`src/rtl/alu_exec_unit.sv`:
```
// Handshaked ALU execution unit: single-cycle integer ops plus an optional
// iterative shift-add multiplier enabled by defining ALU_EXEC_MUL_EN.
module alu_exec_unit #(
  parameter int WIDTH = 32
) (
  input  logic             clk_i,
  input  logic             rst_i,
  input  logic             in_valid_i,
  output logic             in_ready_o,
  input  logic [1:0]       alu_op_i,
  input  logic [4:0]       funct_i,
  input  logic [WIDTH-1:0] src1_i,
  input  logic [WIDTH-1:0] src2_i,
  output logic             out_valid_o,
  input  logic             out_ready_i,
  output logic [WIDTH-1:0] result_o,
  output logic             zero_o,
  output logic             illegal_o
);

  localparam int SHW = $clog2(WIDTH);

  typedef enum logic [1:0] {IDLE, BUSY, DONE} state_t;

  state_t           state_reg, state_next;
  logic [WIDTH-1:0] result_reg, result_next;
  logic             zero_reg, zero_next;
  logic             illegal_reg, illegal_next;

  logic [WIDTH-1:0] alu_res;
  logic             alu_illegal;
  logic [SHW-1:0]   shamt;

  assign shamt = src2_i[SHW-1:0];

`ifdef ALU_EXEC_MUL_EN
  logic             alu_mul;
  logic [WIDTH-1:0] mcand_reg, mcand_next;
  logic [WIDTH-1:0] mplier_reg, mplier_next;
  logic [WIDTH-1:0] acc_reg, acc_next;
  logic [SHW-1:0]   count_reg, count_next;
  logic [WIDTH-1:0] step_sum;

  assign step_sum = acc_reg + (mplier_reg[0] ? mcand_reg : '0);
`endif

  // Operation decode straight from the request inputs; only used at acceptance.
  always_comb begin
    alu_res     = '0;
    alu_illegal = 1'b0;
`ifdef ALU_EXEC_MUL_EN
    alu_mul     = 1'b0;
`endif
    case (alu_op_i)
      2'b00: alu_res = src1_i + src2_i;
      2'b01: alu_res = src1_i - src2_i;
      2'b10: begin
        if (!funct_i[4]) begin
          case (funct_i[3:0])
            4'b0000: alu_res = src1_i + src2_i;
            4'b1000: alu_res = src1_i - src2_i;
            4'b0111: alu_res = src1_i & src2_i;
            4'b0110: alu_res = src1_i | src2_i;
            4'b0100: alu_res = src1_i ^ src2_i;
            4'b0010: alu_res = {{(WIDTH-1){1'b0}}, ($signed(src1_i) < $signed(src2_i))};
            4'b0001: alu_res = src1_i << shamt;
            4'b1101: alu_res = $signed(src1_i) >>> shamt;
            default: alu_illegal = 1'b1;
          endcase
        end else begin
`ifdef ALU_EXEC_MUL_EN
          if (funct_i[3:0] == 4'b0000) alu_mul = 1'b1;
          else                          alu_illegal = 1'b1;
`else
          alu_illegal = 1'b1;
`endif
        end
      end
      default: alu_illegal = 1'b1;
    endcase
  end

  always_comb begin
    state_next   = state_reg;
    result_next  = result_reg;
    zero_next    = zero_reg;
    illegal_next = illegal_reg;
    in_ready_o   = 1'b0;
    out_valid_o  = 1'b0;
`ifdef ALU_EXEC_MUL_EN
    mcand_next   = mcand_reg;
    mplier_next  = mplier_reg;
    acc_next     = acc_reg;
    count_next   = count_reg;
`endif
    case (state_reg)
      IDLE: in_ready_o = 1'b1;
`ifdef ALU_EXEC_MUL_EN
      BUSY: begin
        acc_next    = step_sum;
        mcand_next  = mcand_reg << 1;
        mplier_next = mplier_reg >> 1;
        count_next  = count_reg + 1'b1;
        if (count_reg == SHW'(WIDTH-1)) begin
          state_next   = DONE;
          result_next  = step_sum;
          zero_next    = (step_sum == '0);
          illegal_next = 1'b0;
        end
      end
`endif
      DONE: begin
        out_valid_o = 1'b1;
        in_ready_o  = out_ready_i;
        if (out_ready_i) state_next = IDLE;
      end
      default: state_next = IDLE;
    endcase

    // A new acceptance overrides the drain-to-IDLE decision above (no bubble).
    if (in_valid_i && in_ready_o) begin
`ifdef ALU_EXEC_MUL_EN
      if (alu_mul) begin
        state_next  = BUSY;
        mcand_next  = src1_i;
        mplier_next = src2_i;
        acc_next    = '0;
        count_next  = '0;
      end else begin
        state_next   = DONE;
        result_next  = alu_illegal ? '0 : alu_res;
        zero_next    = alu_illegal || (alu_res == '0);
        illegal_next = alu_illegal;
      end
`else
      state_next   = DONE;
      result_next  = alu_illegal ? '0 : alu_res;
      zero_next    = alu_illegal || (alu_res == '0);
      illegal_next = alu_illegal;
`endif
    end
  end

  always_ff @(posedge clk_i or negedge rst_i) begin
    if (!rst_i) begin
      state_reg   <= IDLE;
      result_reg  <= '0;
      zero_reg    <= 1'b0;
      illegal_reg <= 1'b0;
    end else begin
      state_reg   <= state_next;
      result_reg  <= result_next;
      zero_reg    <= zero_next;
      illegal_reg <= illegal_next;
    end
  end

`ifdef ALU_EXEC_MUL_EN
  always_ff @(posedge clk_i or negedge rst_i) begin
    if (!rst_i) begin
      mcand_reg  <= '0;
      mplier_reg <= '0;
      acc_reg    <= '0;
      count_reg  <= '0;
    end else begin
      mcand_reg  <= mcand_next;
      mplier_reg <= mplier_next;
      acc_reg    <= acc_next;
      count_reg  <= count_next;
    end
  end
`endif

  assign result_o  = result_reg;
  assign zero_o    = zero_reg;
  assign illegal_o = illegal_reg;

endmodule
```
`config.mk`:
```
export PLATFORM = sky130hd
export DESIGN_NAME = alu_exec_unit
export DESIGN_NICKNAME = d
export VERILOG_FILES = /design/src/rtl/alu_exec_unit.sv
export SDC_FILE = /design/constraint.sdc
export NUM_CORES = 1
export LEC_CHECK = 0
export ABC_AREA = 1
export BUFFER_PORTS_ARGS = -buffer_cell sky130_fd_sc_hd__buf_2
export CELL_PAD_IN_SITES_DETAIL_PLACEMENT = 1
export CELL_PAD_IN_SITES_GLOBAL_PLACEMENT = 1
export CORE_MARGIN = 2
export CORE_UTILIZATION = 40
export CTS_CLUSTER_SIZE = 14
export DETAILED_ROUTE_END_ITERATION = 7
export PLACE_DENSITY_LB_ADDON = 0.1
export SLEW_MARGIN = 20
export SYNTH_ARGS = -nofsm -noshare
export SYNTH_HDL_FRONTEND = slang
export SYNTH_SLANG_ARGS = --single-unit
```
`constraint.sdc`:
```
create_clock -name clk_i -period 1.3 [get_ports clk_i]
set_input_delay 0.26 -clock clk_i [delete_from_list [all_inputs] [get_ports clk_i]]
set_output_delay 0.26 -clock clk_i [all_outputs]
set_load 0.1 [all_outputs]
```
==> results of run 1 <==
-- stage by stage --
stage	TNS (ns)	instance area, sq um	setup slack, ns
2_1_floorplan	-22.31	12000	-0.984
3_5_place_dp	-46.56	17100	-1.91
3_3_place_gp	-39.67	17100	-1.56
-- logic make-up after synthesis --
kind of cell,after synthesis,synth area share
and+or+nand+nor,1472,0.563
AOI/OAI and AO/OA,215,0.102
adders and majority gates,116,0.125
xor gates and xnor gates,4,0.00299
buffers and inverters,354,0.133
DFF,35,0.0747
==> impl_summary.md, run 1 <==
Die
The effective utilization at floorplan is 0.407. The die is 175 um wide. The height of the die is 175 um. The number of top-level design ports is 111. After floorplanning, the core was divided into 62 placement rows.

Synth
The cell taking the most area after synthesis is nand2_1. Synthesis produced a netlist with a net count of 2387. The most frequent cell after synthesis is nand2_1. By area the synthesized netlist is led by nand2_1 (22%), nand3_1 (21%), ha_1 (12%). The count of flip-flops with a built-in enable after synthesis is 0.

The netlist uses 51 different library cells. Counting instances in the post-synthesis netlist gives the leading cell types as nand2_1 (680), nand3_1 (494), inv_1 (240), nor2_1 (179), ha_1 (114). For this run, asynchronously set or reset flops after synthesis account for 1.00. The netlist area before placement is 0.0117 sq mm.

The sequential element share of the synthesized area is 0.0747. The number of warnings issued by yosys is 0. Averaged over all synthesized cells, the footprint is 5.34 sq um. The cell count after synthesis is 2196. The proportion of netlist area held by the largest area contributor is 0.218.

The leading register cell type out of synthesis is dfrtp_1. The synthesized design contains 35 register bits.

Outcome
The run ended at 4_1_cts. The run stopped with a tool error. The first error in the log reads "[ERROR DPL-0033] detailed placement checks failed during check placement".

Clock tree
Buffers added to address setup during post-CTS repair amount to 50. Clock tree synthesis selected as its root buffer the cell clkbuf_16. The clock tree synthesis step divided the H-tree into 2 levels. CTS saw 35 sinks. In this run the deepest clock path goes through 2 buffers. Post-CTS repair changed the size of 443 cells. The quantity of hold-fixing buffers added after cts is 0. The clock buffer count from CTS is 5.

Place
The number of buffers added on ports is 110. The congestion estimate from routability-driven global placement came to 1.05. After detailed placement, the design holds a cell count of 3125. The final HPWL from detailed placement is 62500 um.
==> run 2: changes to the inputs <==
==> config.mk (replaced) <==
export PLATFORM = sky130hd
export DESIGN_NAME = alu_exec_unit
export DESIGN_NICKNAME = d
export VERILOG_FILES = /design/src/rtl/alu_exec_unit.sv
export SDC_FILE = /design/constraint.sdc
export NUM_CORES = 1
export LEC_CHECK = 0
export ABC_AREA = 1
export BUFFER_PORTS_ARGS = -buffer_cell sky130_fd_sc_hd__buf_2
export CORE_MARGIN = 2
export CORE_UTILIZATION = 25
export DETAILED_ROUTE_END_ITERATION = 7
export PLACE_DENSITY_LB_ADDON = 0.15
export SLEW_MARGIN = 20
export SYNTH_ARGS = -nofsm -noshare
export SYNTH_HDL_FRONTEND = slang
export SYNTH_SLANG_ARGS = --single-unit
==> run 2 against run 1 <==
  * The flow now finishes, with violations (setup timing)
  * Synthesized cell count is the same
  * Synthesized area is the same
==> impl_summary.md, run 2 <==
Synth
The average instance in the mapped netlist occupies 5.34 sq um. The netlist area before placement is 0.0117 sq mm. The proportion of netlist area held by the largest area contributor is 0.218. The most frequent cell after synthesis is nand2_1. The sequential element share of the synthesized area is 0.0747. By area the synthesized netlist is led by nand2_1 (22%), nand3_1 (21%), ha_1 (12%). Counting flops with an async set or reset pin after synthesis yields a share of 1.00. The leading register cell type out of synthesis is dfrtp_1. The cell taking the most area after synthesis is nand2_1. Synthesis produced a netlist whose cell count is 2196. The count of flip-flops with a built-in enable after synthesis is 0.

The register bit count reported by yosys is 35. The number of nets in the synthesized netlist is 2387. During synthesis, Yosys emitted a total of 0 warnings. Yosys mapped the design onto 51 distinct sky130hd cell types. In the synthesized netlist, the cells that appear most often are nand2_1 (680), nand3_1 (494), inv_1 (240), nor2_1 (179), ha_1 (114).

Place
At the end of routability-driven placement, the weighted congestion stood at 1.01. The worst-case setup slack after placement is -1.95 ns. The number of buffers added on ports is 110. The total placed cells including tap cells is 3409. The final HPWL from detailed placement is 58400 um.

Clock tree
The clock buffer count from CTS is 5. The root buffer cell is clkbuf_16. The clock latency at the later pin of the worst-skew pair is 0.28 ns. The clock-pin slew on the worst setup and hold paths is 0.05 ns.

The CTS sink count is 35. TritonCTS built the clock tree. The H-tree generated during clock tree synthesis spans 2 levels. The worst-case clock buffer depth is 2.

Global route
In the global route stage, overall resource usage came out at 0.284. The global route total overflow is 0. The initial antenna violation count is 0. Entering global routing, the biggest net connects 48 pins. The number of global-route vias before repair was 17100.

The first global-routing pass estimated 104000 um of wire.

Cells and area
The repair_antennas step left the layout with diodes totalling 0. In the final layout, the share of cells above drive strength 1 is 0.532. The net total in the final layout is 3082.

The growth of design area from synthesis to finish is 90.0%. The count of cells in the finished layout, fillers not included, comes to 3499. The library cell used most frequently in the layout, excluding fill and tap cells, is buf_4. In the layout the commonest cells are buf_4 (580), nand2_1 (478), nand3_1 (379). The number of flip-flops in the largest register is 32.

Worst setup path
The critical path data arrival time is 2.64 ns. Across all register-to-register paths, the minimum setup slack is 0.06 ns. The kind of capture point of the worst setup path is a flip-flop. The critical path in this run is classified as in2reg. The worst register-to-register path begins at state_reg[1]. The worst reg-to-reg path cell count is 6. The end of the worst register-to-register path is result_o[23].

For the worst setup path, the data required time is 1.52 ns. In this run the worst path has a maximum fanout of 3. The category of the worst setup path launch point is a primary input.

Die
The number of top-level design ports is 111. After floorplanning, the core was sized to cover 0.0465 sq mm. The full die area is 0.0487 sq mm. The width of the die is 221 um.

The height of the die is 221 um. Row generation in the floorplan step produced 79 rows. The initial utilization of the core area, before any placement, comes to 0.252.

Timing
After layout, the worst setup slack is -1.12 ns. Across all hold checks on the routed design, the worst slack comes to 0.377 ns. Setup repair after global routing could not meet its margin everywhere. The final max-slew violation count came to 0. The number of failing setup endpoints in the final timing report is 34. The headroom to the max-slew limit is 0.669. For the finished layout, the period the worst path requires is 2.42 ns. The count of final hold-check violations is 0. For the pin with the worst max-slew slack, the measured transition is 0.497 ns. The maximum clock frequency is 413 MHz.

The clock arrives with 0.00355 ns of skew. The part of the cycle the worst path needs is 1.86.

Job
The tool flagged a number of max-cap violations equal to 0.

Outcome
The checks that failed: setup timing. The run finished, with violations left.

Routing
Dividing the detail-routed wire length by the instance count gives 20.4 um. Using the TritonRoute via totals, the vias-per-cell ratio works out to 5.07. The count of nets left with antenna violations after detail routing is 0.

The count of unresolved DRC violations after routing is 0. The first detailed-routing pass ran for 8 iterations. After detailed routing, the total wire length is 71300 um. After the first detailed-routing iteration, the DRC count stood at 1453. The routed layout has 17700 vias.

Pwr
Summed over all cells, the static leakage comes to 11.3 nW. The power density over the cells is 638 mW/mm^2. IR analysis of the VDD net gives a maximum drop of 1.17 mV.

Worst hold path
The path type of the worst min-delay path is in2async.
## run 2: cell counts after synthesis
No cell type changed its count.
## run 2: power breakdown
| group | internal (W) | total (W) | switching [W] |
|---|---|---|---|
| logic | 0.00491 | 0.0116 | 0.00672 |
| registers | 0.00127 | 0.00147 | 0.000197 |
| clock network | 0.000707 | 0.00113 | 0.000421 |
## run 2: layout make-up
type	instances	area, sq um
tap	607	759
inverter	255	1070
multi-input combinational	1807	12300
fill	4839	24200
clock inverter	1	5.00
sequential	35	880
timing repair buffer	787	7160
clock buffer	7	133
## run 2: worst max-delay path by stage
stage,startpoint,to,slack [ns],depth (start not counted)
2_1_floorplan,src2_i[1],zero_o,-0.98,24
4_1_cts,src2_i[9],zero_o,-1.03,23
3_5_place_dp,src2_i[14],zero_o,-1.95,21
5_1_grt,src1_i[0],zero_o,-1.22,25
6_report,src1_i[0],zero_o,-1.12,19
3_3_place_gp,src2_i[15],zero_o,-2.05,20
## run 2: routing by layer
layer  GRT usage  wire length, um
met1       0.393            32200
met2       0.480            33300
met3      0.0223             3840
met4      0.0651             1860
met5           0                0
## run 2: cells by family (layout without fill, tap and decap cells)
family	after synthesis	after routing	synth area share
XOR/XNOR	4	4	0.00299
adder cells (fa/ha/maj)	116	116	0.125
AO/OA/AOI/OAI	215	215	0.102
flip-flops	35	35	0.0747
AND/OR/NAND/NOR	1472	1472	0.563
buffers and inverters	354	1050	0.133
## run 2: timing repair
action | 4_1_cts | 5_1_grt
gates cloned | 4 | 2
hold endpoints to repair | 9 | 0
setup buffers | 42 | 39
hold buffers | 1 | 0
setup endpoints to repair | 35 | 35
gates resized for setup | 547 | 464
pin swaps | 121 | 138
## run 2: stage by stage
stage	area, sq um	total power, W	setup TNS, ns	util
2_1_floorplan	12000	0.00614	-22.31	-
6_report	22300	0.0142	-24.69	0.480
5_1_grt	22300	0.0150	-28.23	0.480
3_3_place_gp	17900	0.0108	-45.34	0.384
4_1_cts	20300	0.0131	-23.69	0.437
3_5_place_dp	17900	0.0108	-44.95	0.384
## run 2: worst max-delay path, cell delays in order
cell and delay, ns:
buf_12 0.09, inv_6 0.03, ha_4 0.15, fa_2 0.38, inv_2 0.07, nand4_1 0.22
nand3_4 0.19, nand2_2 0.07, nand3_2 0.10, nand2_2 0.07, nor2_2 0.13, o21ai_2 0.09
a21oi_2 0.20, nand2_1 0.10, nor2_2 0.17, nand3_4 0.11, nor2_4 0.09, nand3_2 0.06
nand2_1 0.05
No activity file was read; power rests on OpenSTA's default activity.
==> run 3: changes to the inputs <==
==> constraint.sdc (replaced) <==
create_clock -name clk_i -period 1.3 [get_ports clk_i]
set_input_delay 0.26 -clock clk_i [delete_from_list [all_inputs] [get_ports clk_i]]
set_output_delay 0.26 -clock clk_i [all_outputs]
set_load 0.05 [all_outputs]
==> run 3 against run 2 <==
  * The flow finishes with violations (hold timing, setup timing)
  * Utilization decreased by 0.53 points
  * Sequential share of layout area about the same
  * Critical path depth unchanged
  * Non-clock buffer count increased by 17
  * Final cell count increased by 0.49%
  * Largest cell class unchanged
  * Largest power group unchanged
==> impl_summary.md, run 3 (same netlist as run 2, synthesis figures left out) <==
Timing
The hold slack is -0.00222 ns. Setup repair after global routing could not meet its margin everywhere. For the pin with the worst max-slew slack, the measured transition is 0.617 ns. In the finished design, the share of the clock period the worst path needs comes to 1.84. The number of failing setup endpoints in the final timing report is 34. The count of final hold-check violations is 5. The worst setup skew after layout is 0.00252 ns.

In this run the tightest slew margin relative to its limit is 0.588. Subtracting the final worst setup slack from the clock period gives 2.40 ns. The setup TNS is -25.17 ns. Timing would allow up to 417 MHz.

In the post-route analysis, the smallest setup slack over all paths is -1.10 ns. The final max-slew violation count is 0.

Place
During placement, the flow inserted port buffers numbering 110. The congestion estimate from routability-driven global placement came to 1.01. OpenSTA, run right after detailed placement, puts the worst setup slack at -1.73 ns. Detailed placement ended at an HPWL of 59400 um.

Pwr
The power density over the cells is 604 mW/mm^2. VDD sags by at most 1.09 mV. Summed over all cells, the static leakage comes to 11.4 nW.

Routing
Before antenna repair, the detailed router went through 6 iterations. In this run, the number of DRC markers left after iteration 0 of detailed routing was 1756. In this run the remaining antenna-violating nets after routing total 0. The final routed wire length divided by cell count is 20.9 um. The number of vias in the routed layout is 18100. The total wire length is 73400 um.

Dividing the detail-routed via count by the number of cells gives 5.14. The count of unresolved DRC violations after routing is 0.

Global route
The routing layer with the top usage in global route is met2. Across every metal layer, demand over resource in global routing totals 0.294. The global route total overflow is 0. The met3 track utilization from global routing is 0.0253. The met2 capacity usage during global routing is 0.482. The initial antenna violation count is 2. The number of global-route vias before repair is 17800. In the global route stage, met1 resource usage came out at 0.412. Entering global routing, the biggest net connects 43 pins. The first global-routing pass estimated 108000 um of wire.

Clock tree
The number of hold buffers added after CTS was 0. For the worst-skew pair, the clock arrives at the later sink with an insertion delay of 0.28 ns. The CTS sink count is 35. The clock-pin slew on the worst setup and hold paths is 0.06 ns. TritonCTS built the clock tree. The clock buffer count from CTS is 5. The tree is rooted in a clkbuf_16. The worst-case clock buffer depth is 2. The H-tree depth is 2.

Die
The die is 221 um wide. The core region area is 0.0465 sq mm. The floorplan has 79 rows. The effective utilization at floorplan is 0.252.

The height of the die is 221 um. The number of top-level design ports is 111. The full die area is 0.0487 sq mm.

Cells and area
0 antenna diodes ended up in the layout. The top cell types in the final layout, fill and taps aside, are buf_4 (606), nand2_1 (479), nand3_1 (360). The library cell used most frequently in the layout, excluding fill and tap cells, is buf_4.

The layout has 4927 filler cells. The net count of the finished layout is 3099. The number of flip-flops in the largest register is 32. Once layout is complete, the utilization of the core stands at 0.474. In the final layout, the share of cells above drive strength 1 is 0.533. Relative to the synthesized area, the layout overhead comes to 87.9%.

Worst hold path
The path type of the worst min-delay path is in2async.

Worst setup path
The category of the critical setup timing path is in2reg. The critical path data arrival time is 2.62 ns. The kind of capture point of the worst setup path is a flip-flop.

In this run the worst path has a maximum fanout of 3. The category of the worst setup path launch point is a primary input. The worst setup slack for register-to-register paths is -0.01 ns. For the worst setup path, the data required time is 1.52 ns.

Outcome
The checks that failed: hold timing, setup timing. The run finished, with violations left.

Job
Across the run, the number of max-cap violations was 0.
run 3: power breakdown:
part           switching (W)  internal, W
registers          0.0000969      0.00127
logic                0.00611      0.00445
clock network       0.000466     0.000903
run 3: final cells by class:
class                   instances  area (sq um)  share of cell area
clock inverters                 3          43.8             0.00199
repair buffers                804          6830               0.310
flip-flops and latches         35           877              0.0398
clock buffers                   5           125             0.00568
multi-input cells            1807         12400               0.562
inverters                     255          1020              0.0463
well taps                     607           759              0.0345
run 3: metal layers:
layer,vias up,wire [um]
met5,-,13
met4,2,2100
met3,128,5260
met2,710,32900
met1,8631,33100
li1,8617,-
run 3: what timing repair did:
action / in CTS / in global routing
gates resized for setup: 571 / 410
setup endpoints to repair: 35 / 34
cloned: 8 / 3
buffers inserted: 52 / 34
pin swaps: 130 / 186
run 3: worst paths after layout:
check / cells after the start / start / end
max: 19 / src1_i[0] / zero_o
min: 2 / rst_i / result_o[5]
max reg2reg: 5 / state_reg[1] / result_o[26]
min reg2reg: 2 / result_o[26] / result_o[26]
max in group asynchronous: 2 / rst_i / state_reg[1]
min in group clk_i: 4 / out_ready_i / state_reg[1]
run 3: critical path, cell delays in order:
cell	delay [ns]
buf_8	0.09
inv_4	0.04
ha_4	0.16
fa_2	0.39
inv_2	0.08
nand4_1	0.19
nand3_4	0.24
nand2_4	0.07
nand3_2	0.05
nand2_1	0.06
nor2_2	0.13
o21ai_2	0.07
a21oi_2	0.20
nand2_2	0.11
nor2_4	0.13
nand3_4	0.10
nor2_2	0.08
nand3_1	0.07
nand2_1	0.09
run 3: through the flow:
| step | instances | cell area (sq um) | power [W] |
|---|---|---|---|
| final | 3516 | 22000 | 0.0133 |
| after detailed placement | 3425 | 17500 | 0.00950 |
| after global placement | 3425 | 17500 | 0.00951 |
| after floorplan | 2196 | 12000 | 0.00545 |
| after CTS | 3487 | 20300 | 0.0122 |
| after global routing | 3516 | 22000 | 0.0141 |
